### config.mk
export PLATFORM = sky130hd
export DESIGN_NAME = unrank_seq_engine
export DESIGN_NICKNAME = d
export VERILOG_FILES = /design/src/rtl/unrank_pkg.sv /design/src/rtl/unrank_col_search.sv /design/src/rtl/unrank_seq_engine.sv
export SDC_FILE = /design/constraint.sdc
export NUM_CORES = 1
export LEC_CHECK = 0
export ABC_AREA = 1
export BUFFER_PORTS_ARGS = -buffer_cell sky130_fd_sc_hd__buf_4
export CELL_PAD_IN_SITES_DETAIL_PLACEMENT = 0
export CELL_PAD_IN_SITES_GLOBAL_PLACEMENT = 1
export CORE_MARGIN = 2
export CORE_UTILIZATION = 45
export CTS_BUF_LIST = sky130_fd_sc_hd__clkbuf_2 sky130_fd_sc_hd__clkbuf_4 sky130_fd_sc_hd__clkbuf_8
export DETAILED_ROUTE_END_ITERATION = 7
export PLACE_DENSITY_LB_ADDON = 0.1
export SLEW_MARGIN = 20
export SYNTH_ARGS = -nofsm -noshare
export SYNTH_HDL_FRONTEND = slang
export SYNTH_HIERARCHICAL = 1
export SYNTH_SLANG_ARGS = --single-unit
### constraint.sdc
create_clock -name clk -period 11.4 [get_ports clk]
set_clock_uncertainty 0.05 [all_clocks]
set_input_delay 0.57 -clock clk [delete_from_list [all_inputs] [get_ports clk]]
set_output_delay 0.57 -clock clk [all_outputs]
set_load 0.05 [all_outputs]
### src/rtl/unrank_pkg.sv
// Shared definitions for the combinadic unranking engine: FSM encoding and
// elaboration-time binomial helpers used to build constant tables.
package unrank_pkg;

  typedef enum logic [1:0] {IDLE, RUN, DONE} state_t;

  // Multiplicative form keeps intermediates small; each step yields C(n,i+1) exactly.
  function automatic int binom(input int n, input int c);
    int r;
    if (c < 0 || n < c) return 0;
    r = 1;
    for (int i = 0; i < c; i++) r = r * (n - i) / (i + 1);
    return r;
  endfunction

  function automatic int binom_limit(input int rows, input int c);
    return binom(rows, c);
  endfunction

endpackage

### src/rtl/unrank_col_search.sv
// Combinational column search: largest row n with C(n,col) <= rem, plus C(n,col).
module unrank_col_search
  import unrank_pkg::*;
#(
  parameter int NUM_WIDTH   = 10,
  parameter int ROWS_NUM    = 13,
  parameter int ROW_WIDTH   = 4,
  parameter int K_MAX       = 4,
  parameter int K_WIDTH     = 3,
  parameter int VALUE_WIDTH = 10
) (
  input  logic [NUM_WIDTH-1:0]   rem,
  input  logic [K_WIDTH-1:0]     col,
  output logic [ROW_WIDTH-1:0]   row,
  output logic [VALUE_WIDTH-1:0] value
);

  logic [K_MAX-1:0][ROWS_NUM-1:0][VALUE_WIDTH-1:0] tbl;
  logic [ROWS_NUM-1:0][VALUE_WIDTH-1:0]            colv;
  logic [ROWS_NUM:0]                               therm;
  logic [ROWS_NUM-1:0]                             onehot;

  for (genvar c = 0; c < K_MAX; c++) begin : g_col
    for (genvar n = 0; n < ROWS_NUM; n++) begin : g_row
      assign tbl[c][n] = VALUE_WIDTH'(binom(n, c + 1));
    end
  end

  always_comb begin
    colv = '0;
    for (int c = 0; c < K_MAX; c++)
      if (col == K_WIDTH'(c + 1)) colv = tbl[c];
  end

  // C(n,col) is non-decreasing in n, so the compare vector is a thermometer.
  for (genvar n = 0; n < ROWS_NUM; n++) begin : g_cmp
    assign therm[n] = 32'(colv[n]) <= 32'(rem);
  end
  assign therm[ROWS_NUM] = 1'b0;
  assign onehot = therm[ROWS_NUM-1:0] ^ therm[ROWS_NUM:1];

  always_comb begin
    row   = '0;
    value = '0;
    for (int n = 0; n < ROWS_NUM; n++) begin
      if (onehot[n]) begin
        row   = row | ROW_WIDTH'(n);
        value = value | colv[n];
      end
    end
  end

endmodule

### src/rtl/unrank_seq_engine.sv
// Sequential combinadic unranker: emits the k rows of a ranked combination,
// highest first, one per accepted handshake, with start/done control.
module unrank_seq_engine
  import unrank_pkg::*;
#(
  parameter int NUM_WIDTH   = 10,
  parameter int ROWS_NUM    = 13,
  parameter int ROW_WIDTH   = 4,
  parameter int K_MAX       = 4,
  parameter int K_WIDTH     = 3,
  parameter int VALUE_WIDTH = 10
) (
  input  logic                 clk,
  input  logic                 rst_n,
  input  logic                 start,
  input  logic [NUM_WIDTH-1:0] rank,
  input  logic [K_WIDTH-1:0]   k,
  output logic                 busy,
  output logic                 elem_valid,
  input  logic                 elem_ready,
  output logic [ROW_WIDTH-1:0] elem_row,
  output logic                 elem_last,
  output logic                 done,
  output logic                 err
);

  state_t                   state, state_nxt;
  logic [NUM_WIDTH-1:0]     rem;
  logic [K_WIDTH-1:0]       col;
  logic [ROW_WIDTH-1:0]     s_row;
  logic [VALUE_WIDTH-1:0]   s_val;
  logic [K_MAX:1][VALUE_WIDTH-1:0] lims;
  logic [VALUE_WIDTH-1:0]   lim;
  logic                     bad_req, load, xfer_last;

  unrank_col_search #(
    .NUM_WIDTH(NUM_WIDTH), .ROWS_NUM(ROWS_NUM), .ROW_WIDTH(ROW_WIDTH),
    .K_MAX(K_MAX), .K_WIDTH(K_WIDTH), .VALUE_WIDTH(VALUE_WIDTH)
  ) u_search (
    .rem(rem), .col(col), .row(s_row), .value(s_val)
  );

  for (genvar c = 1; c <= K_MAX; c++) begin : g_lim
    assign lims[c] = VALUE_WIDTH'(binom_limit(ROWS_NUM, c));
  end

  always_comb begin
    lim = '0;
    for (int c = 1; c <= K_MAX; c++)
      if (k == K_WIDTH'(c)) lim = lims[c];
  end

  assign bad_req   = (k == '0) || (k > K_WIDTH'(K_MAX)) || (32'(rank) >= 32'(lim));
  assign load      = (state == RUN) && (!elem_valid || elem_ready) && (col != '0);
  assign xfer_last = (state == RUN) && elem_valid && elem_ready && elem_last;
  assign busy      = (state != IDLE);
  assign done      = (state == DONE);

  always_comb begin
    state_nxt = state;
    case (state)
      IDLE:    if (start) state_nxt = bad_req ? DONE : RUN;
      RUN:     if (xfer_last) state_nxt = DONE;
      DONE:    state_nxt = IDLE;
      default: state_nxt = IDLE;
    endcase
  end

  always_ff @(posedge clk or negedge rst_n) begin
    if (!rst_n) begin
      state      <= IDLE;
      rem        <= '0;
      col        <= '0;
      elem_valid <= 1'b0;
      elem_row   <= '0;
      elem_last  <= 1'b0;
      err        <= 1'b0;
    end else begin
      state <= state_nxt;
      if (state == IDLE && start) begin
        rem <= rank;
        col <= k;
        err <= bad_req;
      end
      // A non-last handshake always coincides with a reload, since col!=0 then.
      if (load) begin
        elem_row   <= s_row;
        elem_last  <= (col == K_WIDTH'(1));
        elem_valid <= 1'b1;
        rem        <= rem - NUM_WIDTH'(s_val);
        col        <= col - K_WIDTH'(1);
      end else if (xfer_last) begin
        elem_valid <= 1'b0;
      end
    end
  end

endmodule

After elaboration in Yosys (flattened, before gate mapping)
Index checks and enable logic that the tools add are counted.
- flip-flop bits (word level): 22
- bits in latches: 0
- bits in writable memories: 0
- bits in read-only memories: 0
- input bits: 17
- memories: 0
- $add $sub $neg: 2
- $mul: 0
- div/mod/pow operators: 0
- magnitude comparators: 15
- eq/ne operators: 12
- shift operators: 0
- muxes and demuxes: 43
- bitwise logic cells: 13
- reduce and logical (&&, ||, !) cells: 17
- operators with widths (kind ; count):
    2-to-1 mux 130 bit ; 3
    2-to-1 mux 10 bit ; 17
    less-or-equal comparator 10 bit ; 13
    2-to-1 mux 124 bit ; 1
    bitwise OR 10 bit ; 12
    2-to-1 mux 4 bit ; 6
    2-to-1 mux 3 bit ; 6
    XOR 13 x 12 -> 13 bit ; 1
    == test 3 x 2 -> 1 bit, second input constant ; 4
    greater-or-equal comparator 10 bit ; 1
    2-to-1 mux 2 bit ; 5
    subtractor 10 bit ; 1
    2-to-1 mux 7 bit ; 1
    == test 3 x 1 -> 1 bit, second input constant ; 2
    == test 3 bit, second input constant ; 2
    logical AND 1 bit ; 6
    nonzero test 2 bit ; 3
    inequality test 2 bit, second input constant ; 2
    case mux 2 bit (2 select lines) ; 1
    > comparator 3 bit, second input constant ; 1
    zero test 3 bit ; 1
    logical OR 1 bit ; 3
    2-to-1 mux 1 bit ; 3
    nonzero test 3 bit ; 1
    6 further kinds ; 6

Longest topological paths before layout
- depth in word-level cells: 34
- mapped depth: 33
- depth with buffers taken out: 33

Hierarchy
Netlist, hierarchy kept.
- modules (own cells, without submodules) (module ; instances ; cells each ; area an instance (µm²)):
    unrank_col_search ; 1 ; 436 ; 2354.8
    unrank_seq_engine ; 1 ; 250 ; 1816.7

Worst setup path after synthesis
Ideal clock, no wire load.
- path type: register to register
- start: register col[2]
- end: register rem[6]
- library setup time: 0.116 ns
- data arrival time: 3.407 ns
- required time: 11.234 ns
- path slack: 7.826 ns
- cell stages (with the launch flop): 27
- cells stage by stage: dfrtp_1 -> nor2_4 -> inv_2 -> nor2_4 -> inv_1 -> nand2_1 -> ha_1 -> nand2_1 -> nand2_1 -> a21oi_1 -> nand3_1 -> nand2_2 -> nand2_2 -> inv_1 -> nor2_2 -> o21ai_0 -> nand3_1 -> ha_1 -> fa_1 -> inv_1 -> nand3_1 -> nand2_1 -> nand3_1 -> nand3_1 -> nand3_1 -> nand2_1 -> nand2_1
- cells in the longest elaborated chain, start to end: 34
- elaborated cells on any way between the ends: 52
- classes of those cells: 1 x add/sub; 13 x order compare; 4 x eq/ne; 18 x mux; 13 x bitwise; 3 x reduce/logical
- RTL lines (what ; line ; source):
    from (decl) ; unrank_seq_engine.sv:29 ; logic [K_WIDTH-1:0] col;
    from (signal assigned) ; unrank_seq_engine.sv:82 ; col <= k;
    from (signal assigned) ; unrank_seq_engine.sv:91 ; col <= col - K_WIDTH'(1);
    == test 3 x 1 -> 1 bit ; unrank_col_search.sv:32 ; if (col == K_WIDTH'(c + 1)) colv = tbl[c];
    2-to-1 mux 124 bit ; unrank_col_search.sv:32 ;
    2-to-1 mux 130 bit (2 in a row) ; unrank_col_search.sv:32 ;
    2-to-1 mux 130 bit (*) ; unrank_col_search.sv:32 ;
    less-or-equal comparator 10 bit ; unrank_col_search.sv:37 ; assign therm[n] = 32'(colv[n]) <= 32'(rem);
    XOR 13 x 12 -> 13 bit ; unrank_col_search.sv:40 ; assign onehot = therm[ROWS_NUM-1:0] ^ therm[ROWS_NUM:1];
    2-to-1 mux 10 bit ; unrank_col_search.sv:46 ; if (onehot[n]) begin
    bitwise OR 10 bit ; unrank_col_search.sv:48 ; value = value | colv[n];
    [18 not listed] ; n/a ;
    2-to-1 mux 10 bit ; unrank_col_search.sv:46 ;
    bitwise OR 10 bit ; unrank_col_search.sv:48 ;
    2-to-1 mux 10 bit ; unrank_col_search.sv:46 ;
    bitwise OR 10 bit ; unrank_col_search.sv:48 ;
    2-to-1 mux 10 bit (*) ; unrank_col_search.sv:46 ;
    net s_val[0] ; unrank_seq_engine.sv:31 ; logic [VALUE_WIDTH-1:0] s_val;
    subtractor 10 bit (*) ; unrank_seq_engine.sv:90 ; rem <= rem - NUM_WIDTH'(s_val);
    2-to-1 mux 10 bit (*) ; unrank_seq_engine.sv:86 ; if (load) begin
    to (signal assigned) ; unrank_seq_engine.sv:81 ; rem <= rank;
    to (signal assigned) ; unrank_seq_engine.sv:90 ;
    to (decl) ; unrank_seq_engine.sv:28 ; logic [NUM_WIDTH-1:0] rem;
The timed path passes the listed nets; every way through them passes the cells marked *.
A chain may end at the register's enable or synchronous reset.

Worst setup path after layout
Same ends and word-level chain as after synthesis.

==> results by group <==
Floorplanning
  • Floorplan row count: 35
  • Starting Density: roughly 46%
  • Die area: 0.0101 mm^2
  • Die width: 100 um
  • Core Area: 0.00911 mm^2
  • Die height: 100 um
  • I/O pin count: 26

Clocking
  • H-tree Lvls: 1
  • Setup Fix Bufs, Post-CTS: 0
  • CTS tree: yes
  • Post-CTS Resized: 0
  • Post-CTS Hold Buffers: 0
  • CTS Buf Count: 3
  • Clock Sinks: 22
  • Clk buf depth: 2
  • Worst-path clk slew: roughly 0.09 ns
  • Worst-Skew Late Latency: 0.26 ns
  • Root buffer cell: clkbuf_8

STA
  • Max-slew violation count: 0
  • Setup TNS Final: 0 ns
  • Maximum clock rate: approximately 220 MHz
  • RSZ-0062 raised after global routing: false
  • Finish-stage setup viols: 0
  • Worst-Margin Slew: 0.519 ns
  • Final Critical Period: between 4 and 5 ns
  • Hold Violations, Final: 0
  • Tcrit/Tclk final: 40.8%
  • Rel. slew slack: 65.2%
  • Final worst setup slack: 6.75 ns

GRT
  • Met3 Use GR: 1.46%
  • Initial antenna violation count: 0
  • Largest net degree at the start of global routing: 23
  • Met2 Use GR: 47.4%
  • GRT overflow: 0
  • Vias in the first global route: 4296
  • Global-route wire length before repair: 20800 um
  • GRT Total Usage: 26.1%
  • Met1 usage: between 30% and 40%
  • Gr busiest metal: met2

Critical path
  • Critical-path maximum fanout: 9
  • Setup crit end kind: flip-flop
  • WP buf/inv: 5
  • CP dominant cell by count: nand2_1
  • Crit path launch type: flip-flop
  • Crit-path slowest cell: dfrtp_1
  • Crit path max-delay family: simple AND/OR/NAND/NOR gates
  • Max incr delay on CP: around 0.5 ns
  • Worst path arrival time: ~4.8 ns
  • CP Class: reg -> reg
  • Critical path required time: 11.51 ns

Detailed routing
  • Final ANT Viol Nets: 0
  • DRT Wirelength: ~13000 um
  • Number of remaining DRC errors: 0
  • Pre-antenna DRT Iters: 5
  • Detailed-route vias per instance: roughly 5.3
  • Drt wl/cell: roughly 16 um
  • Vias: 4345
  • DR iter-0 viols: 209

Cells and area
  • Area delta synth->final: 8.76%
  • Layout cell share with drive strength beyond 1: 12.8%
  • Most frequent cells in the layout: nand2_1, inv_1, ha_1
  • Commonest non-fill, non-tap cell in the layout: nand2_1
  • Nets@finish: around 800
  • Ant. Diodes: 0
  • Fill cells: approximately 980
  • Final Non-Filler Cells: 823

Yosys
  • Cell variety after synth: 40
  • Post-synthesis adder-cell area fraction: 20.9%
  • Yosys warnings: 6
  • Synthesized area: 0.00417 mm^2
  • EDFF count, synth: 0
  • Top FF cell, synth: dfrtp_1
  • Largest family of logic cells by synthesized area: simple AND/OR/NAND/NOR gates
  • Compound-cell area share of the yosys netlist: 9.81%
  • Register area share after synthesis: between 10% and 20%
  • Mux contribution to synthesized area: 0%
  • Post-Synth XOR/XNOR Area: 0.630%
  • Register bit total from synthesis: 22
  • Syn_area_per_cell: 6.08 um^2
  • Cell count after synthesis: ~690
  • Total nets after synthesis: 772
  • Post-synthesis async set-or-reset flop share: 100%
  • Synth Area in Simple Gates: 44.0%

Placed design
  • Inst Count DP: 819
  • GPL Wtd Cong: 0.967
  • Port Buffers: 25
  • Placement Setup Slack: 6.85 ns
  • Detail Placement HPWL: 10700 um

Run
  • MaxCap Viol Count: 0

Status
  • Status: complete, no violations

Hold path
  • Worst Hold Class: in -> async
[final cells by class]
cell class / count / area [um^2] / area share, %
clock buffers: 3 / 41.3 / 0.910
clock inverters: 1 / 30.0 / 0.662
inverters: 117 / 444 / 9.79
multi-input cells: 544 / 3140 / 69.3
flip-flops and latches: 22 / 551 / 12.1
well taps: 111 / 139 / 3.06
repair buffers: 25 / 188 / 4.14
[per-stage QoR]
| step | util, % | cell area (um^2) | hold WS (ns) |
|---|---|---|---|
| floorplan | - | 4170 | 0.224 |
| global placement | 49.0 | 4470 | 0.414 |
| detailed placement | 49.0 | 4470 | 0.425 |
| CTS | 49.8 | 4540 | 0.145 |
| global route | 49.8 | 4540 | 0.156 |
| finish | 49.8 | 4540 | 0.133 |
[metal layers]
layer / wire length [um] / vias to the layer above
met1: 5560 / 1971
li1: - / 2257
met3: 352 / 33
met5: 0 / -
met2: 6340 / 84
met4: 525 / 0
[sequential cells by signal, summed over array words and instances (netlist names)]
signal,cells
state,2
col,3
err,1
elem_last,1
rem,10
elem_row,4
elem_valid,1
[cells in the mapped netlist, types with 4 or more instances]
cell type	n	area, um^2
nor2_1	58	218
nand2_1	220	826
nand3_1	64	320
nor2_2	8	50.1
o21ai_1	5	25.0
o21ai_0	10	50.1
nand4_1	9	56.3
nand2_2	20	125
inv_2	12	45.0
a21oi_1	29	145
inv_1	103	387
nand3b_1	4	30.0
o21a_1	5	37.5
nor3_1	7	35.0
nand3_2	4	40.0
ha_1	68	851
dfrtp_1	22	551
nor2_4	7	78.8
[kinds of logic (layout without fill, tap and decap cells)]
family	after synthesis	after routing
adder cells (fa/ha/maj)	69	69
XOR/XNOR	3	3
flip-flops	22	22
AO/OA/AOI/OAI	65	65
buffers and inverters	120	146
AND/OR/NAND/NOR	406	406
other	1	1
[path summary, 6_finish.rpt]
path / from / end / slack (ns) / cells after the start
hold / removal: rst_n / state[0] / 0.13 / 1
setup / recovery: col[2] / rem[6] / 6.75 / 28
max in group asynchronous: rst_n / rem[7] / 10.93 / 1
hold reg to reg: elem_row[2] / elem_row[2] / 0.45 / 2
setup reg to reg: col[2] / rem[6] / 6.75 / 28
min in group clk: elem_row[2] / elem_row[2] / 0.45 / 2
Power is not shown: default switching activity piles up to over one toggle a cycle in this logic, so the estimate is an artifact.
